<file path="config.mk">
export PLATFORM = sky130hd
export DESIGN_NAME = corevx_mem_arbiter
export DESIGN_NICKNAME = d
export VERILOG_FILES = /design/src/rtl/corevx_mem_arbiter.sv
export SDC_FILE = /design/constraint.sdc
export NUM_CORES = 1
export LEC_CHECK = 0
export CAP_MARGIN = 10
export CORE_AREA = 3 3 131 133
export CTS_CLUSTER_DIAMETER = 30
export DETAILED_ROUTE_END_ITERATION = 12
export DIE_AREA = 0 0 134 136
export SYNTH_ARGS = -nofsm -noshare
export SYNTH_HDL_FRONTEND = slang
export SYNTH_SLANG_ARGS = --single-unit
</file>
<file path="constraint.sdc">
create_clock -name clk -period 4.75 [get_ports clk]
set_clock_uncertainty 0.15 [all_clocks]
set_input_delay 0.95 -clock clk [delete_from_list [all_inputs] [get_ports clk]]
set_output_delay 0.95 -clock clk [all_outputs]
set_load 0.02 [all_outputs]
</file>
<file path="src/rtl/corevx_mem_arbiter.sv">
// corevx_mem_arbiter: shares one Avalon burst slave between icache (m0) and dcache (m1); grant held per burst.
// Latency: one arbitration cycle (request seen at edge T drives s_read/s_write from T+1); data paths combinational.
// Backpressure: s_waitrequest mirrored to the granted master only; the other master sees waitrequest=1.
// Option COREVX_ARB_ROUND_ROBIN_EN: round-robin between masters; undefined gives fixed priority to m0.
module corevx_mem_arbiter #(
    parameter int BURST_W = 5
) (
    input  logic               clk,
    input  logic               rst,
    // master 0 (instruction cache)
    input  logic [33:0]        m0_address,
    input  logic [BURST_W-1:0] m0_burstcount,
    input  logic               m0_read,
    input  logic               m0_write,
    input  logic [31:0]        m0_writedata,
    input  logic [3:0]         m0_byteenable,
    output logic               m0_waitrequest,
    output logic [31:0]        m0_readdata,
    output logic               m0_readdatavalid,
    output logic [1:0]         m0_response,
    // master 1 (data cache)
    input  logic [33:0]        m1_address,
    input  logic [BURST_W-1:0] m1_burstcount,
    input  logic               m1_read,
    input  logic               m1_write,
    input  logic [31:0]        m1_writedata,
    input  logic [3:0]         m1_byteenable,
    output logic               m1_waitrequest,
    output logic [31:0]        m1_readdata,
    output logic               m1_readdatavalid,
    output logic [1:0]         m1_response,
    // slave port
    output logic [33:0]        s_address,
    output logic [BURST_W-1:0] s_burstcount,
    output logic               s_read,
    output logic               s_write,
    output logic [31:0]        s_writedata,
    output logic [3:0]         s_byteenable,
    input  logic               s_waitrequest,
    input  logic               s_readdatavalid,
    input  logic [31:0]        s_readdata,
    input  logic [1:0]         s_response
);

    typedef enum logic [1:0] {
        ST_IDLE  = 2'd0,
        ST_CMD   = 2'd1,
        ST_RDATA = 2'd2,
        ST_WDATA = 2'd3
    } state_t;

    localparam logic [BURST_W-1:0] ONE = {{(BURST_W-1){1'b0}}, 1'b1};

    state_t             r_state;
    state_t             w_next_state;
    logic               r_grant;
    logic [BURST_W-1:0] r_beats_left;
    logic [33:0]        r_addr;
    logic [BURST_W-1:0] r_bc;
`ifdef COREVX_ARB_ROUND_ROBIN_EN
    logic               r_last;
`endif

    logic [33:0]        w_g_addr;
    logic [BURST_W-1:0] w_g_bc_raw;
    logic [BURST_W-1:0] w_g_bc;
    logic               w_g_read;
    logic               w_g_write;
    logic [31:0]        w_g_wdata;
    logic [3:0]         w_g_be;
    logic               w_req0;
    logic               w_req1;
    logic               w_winner;
    logic               w_cmd_rd_acc;
    logic               w_cmd_wr_acc;
    logic               w_cmd_drop;
    logic               w_rd_beat;
    logic               w_wr_beat;
    logic               w_burst_done;
    logic               w_g_wait;
    logic               w_g_rdv;

    // Select the granted master's command and pick the next winner.
    always_comb begin
        w_g_addr   = r_grant ? m1_address    : m0_address;
        w_g_bc_raw = r_grant ? m1_burstcount : m0_burstcount;
        w_g_read   = r_grant ? m1_read       : m0_read;
        w_g_write  = r_grant ? m1_write      : m0_write;
        w_g_wdata  = r_grant ? m1_writedata  : m0_writedata;
        w_g_be     = r_grant ? m1_byteenable : m0_byteenable;
        // A zero burstcount is treated as a single beat.
        w_g_bc     = (w_g_bc_raw == '0) ? ONE : w_g_bc_raw;
        w_req0     = m0_read | m0_write;
        w_req1     = m1_read | m1_write;
`ifdef COREVX_ARB_ROUND_ROBIN_EN
        // Contention goes to whoever did not finish the previous burst.
        w_winner   = (w_req0 && w_req1) ? ~r_last : w_req1;
`else
        w_winner   = ~w_req0;
`endif
        w_cmd_rd_acc = (r_state == ST_CMD) && w_g_read && !s_waitrequest;
        w_cmd_wr_acc = (r_state == ST_CMD) && !w_g_read && w_g_write && !s_waitrequest;
        w_cmd_drop   = (r_state == ST_CMD) && !w_g_read && !w_g_write;
        w_rd_beat    = (r_state == ST_RDATA) && s_readdatavalid;
        w_wr_beat    = (r_state == ST_WDATA) && w_g_write && !s_waitrequest;
        w_burst_done = (w_cmd_wr_acc && (w_g_bc == ONE))
                     || ((w_rd_beat || w_wr_beat) && (r_beats_left == ONE));
    end

    // State register.
    always_ff @(posedge clk) begin
        if (rst) begin
            r_state <= ST_IDLE;
        end else begin
            r_state <= w_next_state;
        end
    end

    // Next-state decode.
    always_comb begin
        w_next_state = r_state;
        case (r_state)
            ST_IDLE: begin
                if (w_req0 || w_req1) w_next_state = ST_CMD;
            end
            ST_CMD: begin
                if (w_cmd_drop)        w_next_state = ST_IDLE;
                else if (w_cmd_rd_acc) w_next_state = ST_RDATA;
                else if (w_cmd_wr_acc) w_next_state = (w_g_bc == ONE) ? ST_IDLE : ST_WDATA;
            end
            ST_RDATA: begin
                if (w_rd_beat && (r_beats_left == ONE)) w_next_state = ST_IDLE;
            end
            ST_WDATA: begin
                if (w_wr_beat && (r_beats_left == ONE)) w_next_state = ST_IDLE;
            end
            default: w_next_state = ST_IDLE;
        endcase
    end

    // Grant, beat counter and captured command; winner history updates only on completed bursts.
    always_ff @(posedge clk) begin
        if (rst) begin
            r_grant      <= 1'b0;
            r_beats_left <= '0;
            r_addr       <= '0;
            r_bc         <= '0;
`ifdef COREVX_ARB_ROUND_ROBIN_EN
            r_last       <= 1'b1;
`endif
        end else begin
            if ((r_state == ST_IDLE) && (w_req0 || w_req1)) begin
                r_grant <= w_winner;
            end
            if (w_cmd_rd_acc) begin
                r_beats_left <= w_g_bc;
                r_addr       <= w_g_addr;
                r_bc         <= w_g_bc;
            end else if (w_cmd_wr_acc) begin
                r_beats_left <= w_g_bc - ONE;
                r_addr       <= w_g_addr;
                r_bc         <= w_g_bc;
            end else if (w_rd_beat || w_wr_beat) begin
                r_beats_left <= r_beats_left - ONE;
            end
`ifdef COREVX_ARB_ROUND_ROBIN_EN
            if (w_burst_done) begin
                r_last <= r_grant;
            end
`endif
        end
    end

    // Output decode: slave command, stall and read-return steering.
    always_comb begin
        s_address        = r_addr;
        s_burstcount     = r_bc;
        s_read           = 1'b0;
        s_write          = 1'b0;
        s_writedata      = w_g_wdata;
        s_byteenable     = w_g_be;
        w_g_wait         = 1'b1;
        w_g_rdv          = 1'b0;
        m0_readdatavalid = 1'b0;
        m0_readdata      = '0;
        m0_response      = 2'b00;
        m1_readdatavalid = 1'b0;
        m1_readdata      = '0;
        m1_response      = 2'b00;
        case (r_state)
            ST_CMD: begin
                s_address    = w_g_addr;
                s_burstcount = w_g_bc;
                s_read       = w_g_read;
                s_write      = w_g_write & ~w_g_read;
                w_g_wait     = s_waitrequest;
            end
            ST_RDATA: begin
                w_g_rdv = s_readdatavalid;
            end
            ST_WDATA: begin
                s_write  = w_g_write;
                w_g_wait = s_waitrequest;
            end
            default: begin
                s_read  = 1'b0;
            end
        endcase
        m0_waitrequest = r_grant ? 1'b1 : w_g_wait;
        m1_waitrequest = r_grant ? w_g_wait : 1'b1;
        if (w_g_rdv) begin
            if (r_grant) begin
                m1_readdatavalid = 1'b1;
                m1_readdata      = s_readdata;
                m1_response      = s_response;
            end else begin
                m0_readdatavalid = 1'b1;
                m0_readdata      = s_readdata;
                m0_response      = s_response;
            end
        end
    end

endmodule

</file>
==> results of run 1 <==
## per-stage QoR
step,instances,hold WS [ns],util
final,1028,0.348,0.474
after global routing,1028,0.371,0.474
after CTS,1024,0.351,0.473
after detailed placement,1017,0.342,0.463
after global placement,1017,0.336,0.463
after floorplan,493,0.328,-
## area by class of cell
type,instances,share of cell area
Timing Repair Buffer,349,0.461
Inverter,7,0.00348
Antenna cell,4,0.00133
Clock inverter,2,0.00480
Tap cell,216,0.0358
Multi-Input combinational cell,398,0.352
Sequential cell,47,0.125
Clock buffer,5,0.0166
## power breakdown
group	switching, W	internal (W)
sequential	0.000117	0.000498
combinational	0.00110	0.00101
clock	0.000151	0.000246
total	0.00137	0.00176
## cell usage after synthesis (all sizes together) (3+ instances only)
| cell | count | area [um2] |
|---|---|---|
| and2 | 69 | 432 |
| nor2 | 52 | 195 |
| nand2 | 49 | 184 |
| dfxtp | 47 | 941 |
| o21ai | 47 | 235 |
| a211oi | 43 | 323 |
| mux2i | 40 | 400 |
| mux2 | 39 | 439 |
| clkbuf | 21 | 80.1 |
| buf | 20 | 120 |
| a21oi | 10 | 50.1 |
| inv | 7 | 26.3 |
| ha | 4 | 50.1 |
| nor3 | 4 | 20.0 |
| nor4b | 4 | 35.0 |
| o31ai | 4 | 35.0 |
| a2111oi | 3 | 45.1 |
| a31oi | 3 | 18.8 |
| nand3 | 3 | 15.0 |
| nor3b | 3 | 22.5 |
| o22ai | 3 | 18.8 |
| xnor2 | 3 | 26.3 |
## state kept, by name, summed over array words and instances (netlist names)
name and flops:
r_addr 34, r_beats_left 5, r_bc 5, r_state 2
r_grant 1
## worst max-delay path, cell delays in order
cell and delay, ns:
clkdlybuf4s50_1 0.45, nor4b_1 0.53, o21ai_1 0.19, and2_0 0.27, o21ai_0 0.20, clkdlybuf4s50_1 0.66
## worst paths after layout
path	from	to	cells after the start
worst max-delay path	m1_burstcount[3]	s_burstcount[0]	6
worst min register to register	r_addr[2]	r_addr[2]	2
worst max register to register	r_grant	r_beats_left[4]	8
worst min-delay path	r_addr[2]	r_addr[2]	2
## kinds of logic after synthesis
logic type                 after synthesis  share of synthesized area
buffers and inverters                   48                     0.0592
muxes                                   79                      0.220
and+or+nand+nor                        192                      0.250
xor gates and xnor gates                 4                    0.00917
AOI/OAI and AO/OA                      119                      0.203
adders and majority gates                4                     0.0131
DFF                                     47                      0.246
## layer usage
layer,vias up,routed length (um)
li1,2373,-
met1,2095,6780
met2,219,8610
met3,20,1250
met4,0,433
met5,-,0
## placed cells by master (no fill, tap or decap), drive strengths merged
| master | instances |
|---|---|
| a2111oi | 3 |
| a211oi | 43 |
| a21oi | 10 |
| a311oi | 2 |
| a31oi | 3 |
| and2 | 69 |
| and3 | 2 |
| buf | 9 |
| bufinv | 1 |
| clkbuf | 5 |
| clkdlybuf4s50 | 340 |
| dfxtp | 47 |
| diode | 4 |
| ha | 4 |
| inv | 8 |
| mux2 | 39 |
| mux2i | 40 |
| nand2 | 49 |
| nand2b | 2 |
| nand3 | 3 |
| nor2 | 52 |
| nor2b | 1 |
| nor3 | 4 |
| nor3b | 3 |
| nor4 | 2 |
| nor4b | 4 |
| o2111ai | 1 |
| o211ai | 1 |
| o21a | 1 |
| o21ai | 47 |
| o22ai | 3 |
| o311ai | 1 |
| o31ai | 4 |
| or4 | 1 |
| xnor2 | 3 |
| xor2 | 1 |
==> metrics.md, run 1 <==
| Metric | Value |
|---|---|
| Tightest Hold Check Type | `register to register` |
| Data required, critical path | `3.65 ns` |
| Post-synth design cell area | `3820 um2` |
| Via count of the first global-routing pass | `4,630` |
| NumNets Final | `1,004` |
| Minimum period implied by the final worst setup slack | `4.35 ns` |
| Met2 Use GR | `0.323` |
| Setup TNS Final | `0 ns` |
| Fmax achieved | `around 0.23 GHz` |
| Number of hold violations in the final report | `0` |
| Total grt overflow | `0` |
| Clk buf depth | `2` |
| Final-layout fill cell count | `1,534` |
| Clock transition at the register clock pins on the worst setup and hold paths after CTS | `0.06 ns` |
| GR peak layer | `met2` |
| DP HPWL | `14.1 mm` |
| Violation count after the first detailed-routing iteration | `192` |
| Gates resized, CTS repair | `0` |
| Final Power | `around 0.0031 W` |
| Number of setup buffers added after CTS | `0` |
| Post-synthesis cell count | `493` |
| Crit path max fanout | `6` |
| Highest ir drop seen on vdd | `0.000262 V` |
| Number of max-cap violations | `0` |
| Clk sinks | `47` |
| Later-pin clock latency in the skew report | `around 0.28 ns` |
| TritonCTS clock tree | `done` |
| Kind of capture point of the worst setup path | `primary output` |
| All-Layer GR Usage | `0.176` |
| DRC errors left | `0` |
| Floorplan die height | `136 um` |
| Number of port buffers | `340` |
| Startpoint types | `input port` |
| Fraction of final layout cells sized beyond drive strength 1 | `0.0730` |
| Most used flip-flop cell after synthesis | `dfxtp_1` |
| Final instance area | `7550 um2` |
| Result of the run | `finished, final reports clean` |
| Cell Pwr Density | `between 400 and 500 nW/um2` |
| Total number of placement rows | `between 40 and 50` |
| Global-route met1 utilization | `0.200` |
| Post-synthesis to final-layout area growth | `97.6%` |
| Clock buffers created by TritonCTS | `5` |
| Area of combinational cells with multiple inputs | `2660 um2` |
| Global-route wire length before repair | `25.7 mm` |
| Initial Utilization | `0.240` |
| Antenna Violating Nets Remaining | `0` |
| Register area share after synthesis | `0.246` |
| Deepest level of the CTS H-tree | `2` |
| Final cycle utilization of the critical path | `0.916` |
| FF/Latch Area | `945 um2` |
| Number of enable-type register cells in the synthesized netlist | `0` |
| Worst relative slew slack | `0.357` |
| Leakage component of the power | `2.60 nW` |
| Fin. max-slew vios | `0` |
| Core footprint | `15,900 um2` |
| Routed via count divided by cell count | `4.58` |
| Antenna violations before repair | `4` |
| Total placed instance area | `7380 um2` |
| Via Count | `between 4,000 and 5,000` |
| CTS Hold Buffers Added | `0` |
| Maximum number of pins on one net before global-route repair | `between 80 and 90` |
| Routability congestion estimate from global placement | `0.871` |
| Floorplan die area | `18,200 um2` |
| Met3 track demand over resource in global routing | `0.0426` |
| Synth Area per Inst | `7.75 um2` |
| Number of top-level pins | `about 340` |
| Synthesized net count | `689` |
| Die Width | `134 um` |
| Data arrival at the endpoint of the critical path | `3.25 ns` |
| Yosys reg bits | `47` |
| Routed Wire Length | `17.1 mm` |
| WL/cell | `roughly 17 um` |
| Root buffer cell | `clkbuf_16` |
| Setup slack after placement | `between 0.3 and 0.4 ns` |
| R2R setup slack | `1.68 ns` |
| Syn. warnings | `0` |
| Transition at the pin with the smallest max-transition slack | `0.961 ns` |
| Share of synthesized registers carrying an async set or reset | `0` |
| Setup repair after global routing missed its margin | `no` |
| Distinct cells, synth | `41` |
| Critical path start-end classification | `input port to primary output` |
| Least setup slack across all paths after layout | `0.397 ns` |
| Final-report setup violation count | `0` |
| Drt pass-1 iters | `4` |
(Power assumes the default switching activity.)
==> inputs of run 2 (changes only) <==
- SETUP_SLACK_MARGIN: default -> 0.02
==> results of run 2 <==
The final DEF is identical to that of run 1; final timing and power are the same.
==> patch 1 (config.mk and constraints of run 2) <==
The parameter `BURST_W` goes from 5 to 6.
--- a/src/rtl/corevx_mem_arbiter.sv
+++ b/src/rtl/corevx_mem_arbiter.sv
@@ -3,7 +3,7 @@
 // Backpressure: s_waitrequest mirrored to the granted master only; the other master sees waitrequest=1.
 // Option COREVX_ARB_ROUND_ROBIN_EN: round-robin between masters; undefined gives fixed priority to m0.
 module corevx_mem_arbiter #(
-    parameter int BURST_W = 5
+    parameter int BURST_W = 6
 ) (
     input  logic               clk,
     input  logic               rst,
Ports: changed (resized m0_burstcount, m1_burstcount and s_burstcount); port bits go from 341 to 344. No check against the original RTL was run, so the function may have changed too.
==> patch 1 against run 2 <==
Setup slack better by 0.21 ns. Via count grew 6.3%. Fmax rose by 5.0%. Count of clock-buffer cells in the layout is the same. Sequential cell count rose by 2. Wire length is 11% higher. Die area unchanged. Final area grew 5.5%. Area after synthesis grew 9.9%. Non-clock buffer count up 7. Largest cell class unchanged.
Power is not compared: it rests on default switching activity, and its combinational part moved more than twofold at a synthesized area within 25%.
==> patch 1: results (changes against run 2) <==
top post-synthesis cells by area=dfxtp_1 (23%), a211oi_2 (11%), mux2_2 (10%); Avg Cell Area, Syn=8.169 um^2 (+5.4%); status=finished clean; CP arrival=3.05 ns (-0.20 ns); Post-Synth XOR/XNOR Area=1.043% (+0.13 points); sequential share of the synthesized area=23.36% (-1.3 points); initial antenna violation count=5 (+1); Setup WS pre-CTS=0.6135 ns (+0.2227 ns); Largest regs=r_addr x34, r_bc x6, r_beats_left x6; Global Route Usage Sum=19.98% (+2.4 points); Compound-Gate Fraction of Synth Area=22.71% (+2.4 points); top cells by instance count after synthesis=nor2_1 (57), dfxtp_1 (49), o21ai_0 (48), nand2_1 (46), mux2i_1 (43); reg2reg end=r_addr[21]; CP Max Fanout=4 (-2); port bufs=343 (+0.88%); mean routed wirelength per cell=18.11 um (+9.1%); mux cell area share after synthesis=21.04% (-0.93 points); DP HPWL=15520 um (+10%); layout cells sized above 1=13.13% (+5.8 points); first-pass GRT wire length=28630 um (+11%); pin count of the biggest net entering global routing=68 (-16%); Post-Layout Cell Count=1048 (+1.9%); FMAX=241.2 MHz (+5.0%); Worst path max stage delay=0.68 ns (+0.02 ns); R2R setup slack=1.94 ns (+0.26 ns); post-synth net total=712 (+3.3%); ys flop type=dfxtp_1; measured slew at the worst slew-check pin=0.8680 ns (-0.09291 ns); Adder-Cell Fraction of Synth Area=1.192% (-0.12 points); crit path launch=m1_burstcount[2]; fillers=1474 (-3.9%); synth unique cells=51 (+24%); GP Congestion=0.8793 (+1.0%)
## patch 1: cell count changes after synthesis, moves of 5 or more
cell,delta
nor2_1,+5
a211oi_1,-41
clkbuf_1,+7
and3_1,+33
and2_1,-33
a211oi_2,+38
nor3_1,+8
## patch 1: final cells by class
class	count	area [um^2]	share of cell area, %
clock inverters	3	47.55	0.5965
flip-flops and latches	49	984.7	12.35
inverters	8	30.03	0.3767
diodes	2	5.005	0.06278
repair buffers	356	3563	44.70
multi-input cells	409	2945	36.95
well taps	216	270.3	3.390
clock buffers	5	125.1	1.570
## patch 1: through the flow
| stage | util [%] | hold slack [ns] | area, um^2 |
|---|---|---|---|
| 5_1_grt | 50.00 | 0.3557 | 7971 |
| 4_1_cts | 49.97 | 0.3323 | 7966 |
| 3_5_place_dp | 48.89 | 0.3145 | 7794 |
| 2_1_floorplan | - | 0.2904 | 4199 |
| 3_3_place_gp | 48.89 | 0.2999 | 7794 |
| 6_report | 50.00 | 0.3266 | 7971 |
## patch 1: worst min path at each step
stage	from	end	slack, ns	cells past startpoint
after global routing	r_bc[5]	r_bc[5]	0.36	1
after floorplan	r_bc[5]	r_bc[5]	0.29	1
after detailed placement	r_bc[5]	r_bc[5]	0.31	1
after CTS	r_bc[5]	r_bc[5]	0.33	1
final	r_bc[5]	r_bc[5]	0.33	1
after global placement	r_bc[5]	r_bc[5]	0.30	1
## patch 1: where the power goes
| group | switching [W] | leakage (nW) | internal [W] |
|---|---|---|---|
| clock network | 0.000180 | 0.0848 | 0.000253 |
| logic | 0.000460 | 2.41 | 0.000490 |
| registers | 0.0000505 | 0.402 | 0.000453 |
## patch 1: layer usage
metal	vias up	GRT usage (%)	share of wire [%]
met3	34	7.106	9.2
met5	-	0	0.22
met4	6	5.486	2.4
met1	2266	21.86	38
met2	228	36.52	50
li1	2468	-	-
==> patch 2 (settings of run 2) <==
Made on the original files. Reset style: asynchronous (`rst`), changed in 2 clocked blocks.
--- a/src/rtl/corevx_mem_arbiter.sv
+++ b/src/rtl/corevx_mem_arbiter.sv
@@ -108,7 +108,7 @@
     end
 
     // State register.
-    always_ff @(posedge clk) begin
+    always_ff @(posedge clk or posedge rst) begin
         if (rst) begin
             r_state <= ST_IDLE;
         end else begin
@@ -139,7 +139,7 @@
     end
 
     // Grant, beat counter and captured command; winner history updates only on completed bursts.
-    always_ff @(posedge clk) begin
+    always_ff @(posedge clk or posedge rst) begin
         if (rst) begin
             r_grant      <= 1'b0;
             r_beats_left <= '0;
Function: differs if rst is asserted again (counterexample within 4 cycles, from zero or initial values and one cycle with rst high); with rst held inactive, the same outputs for 4 cycles.
==> patch 2 against run 2 <==
Register-to-register slack gained 0.20 ns. Largest cell class unchanged. Setup slack better by 0.40 ns. Non-clock buffer count down 2. Area after synthesis is 2.5% higher. Sequential power grew 32%. Clock power is 5.8% lower. Total power up 30%. Final area up 1.2%. Sequential cell count is the same. Highest routed layer unchanged. Wire length grew 1.4%.
==> patch 2: results (changes against run 2) <==
top post-synthesis cells by area=dfrtp_1 (30%), mux2_2 (11%), mux2i_1 (9.7%); status=finished clean; synth unique cells=43 (+4.9%); post-synth net total=675 (-2.0%); drt initial violations=164 (-15%); CP Max Fanout=4 (-2); Adder-Cell Fraction of Synth Area=1.278% (-0.032 points); clk pwr=0.000374 W (-5.8%); # nets final=988 (-1.6%); Leak=3.170 nW (+22%); Placed Area=0.007485 mm^2 (+1.4%); Compound-Gate Fraction of Synth Area=16.03% (-4.3 points); slew margin rel.=44.59% (+8.9 points); top cells by instance count after synthesis=nor2_1 (49), dfrtp_1 (47), o21ai_0 (46), a21oi_1 (45), nand2_1 (44); Logic pwr share=70.8% (+3.2 points); DP HPWL=14060 um (-0.33%); Async SR Flop Fraction=100.0% (+100 points); Global Route Usage Sum=17.75% (+0.17 points); pin count of the biggest net entering global routing=89 (+9.9%); Cell Pwr Density=531.6 mW/mm^2 (+29%); Post-CTS Setup Bufs=0 (unchanged); first-pass GRT wire length=25900 um (+0.70%); switching portion of total power=45.20% (+1.5 points); GP Congestion=0.8657 (-0.56%); mux cell area share after synthesis=21.91% (-0.054 points); via count=4671 (-0.76%); mean routed wirelength per cell=17.13 um (+3.2%); Post-Synth XOR/XNOR Area=0.4471% (-0.47 points); NetSw=0.001837 W (+34%); layout cells sized above 1=8.449% (+1.1 points); initial antenna violation count=1 (-3); CP arrival=2.85 ns (-0.40 ns)
-- patch 2: cell type report --
type	instances	area share, %
diodes	1	0.03272
clock buffers	7	1.996
clock inverters	1	0.09817
inverters	6	0.2945
multi-input cells	385	33.26
flip-flops and latches	47	15.43
well taps	216	3.534
repair buffers	347	45.35
-- patch 2: routing by layer --
layer | routed length, um | vias up | part of all wire (%) | track usage (%)
met2 | 8725 | 216 | 50 | 32.37
met5 | 0 | - | 0 | 0
met1 | 6739 | 2119 | 39 | 20.09
met3 | 1458 | 25 | 8.4 | 5.070
met4 | 376 | 0 | 2.2 | 5.314
li1 | - | 2311 | - | -
-- patch 2: worst paths after layout --
check                            startpoint               to  slack [ns]  cells after the start
max reg2reg                         r_grant  r_beats_left[2]        1.88                      6
min reg2reg                         r_bc[0]          r_bc[0]        0.37                      1
min in group asynchronous               rst        r_addr[8]        0.91                      2
max in group asynchronous               rst       r_addr[27]        2.82                      3
max                        m0_burstcount[3]  s_burstcount[0]        0.80                      6
min                                 r_bc[0]          r_bc[0]        0.37                      1
-- patch 2: logic make-up after synthesis --
kind of cell    count (synthesis)
mux                            80
simple gates                  189
flops                          47
xor+xnor                        2
fa+ha+maj                       4
compound gates                110
buf+inv                        47
-- patch 2: critical path, cell delays in order --
cell and delay [ns]:
clkdlybuf4s50_1 0.47, nor4_1 0.32, nor3_1 0.08, a21o_1 0.23, o21ai_0 0.16, clkdlybuf4s50_1 0.65
-- patch 2: metrics by stage --
stage          cells  setup WS, ns
2_1_floorplan    479         1.612
3_3_place_gp    1001        0.7518
3_5_place_dp    1001        0.8134
4_1_cts         1009        0.7896
5_1_grt         1010        0.6757
6_report        1010        0.8001
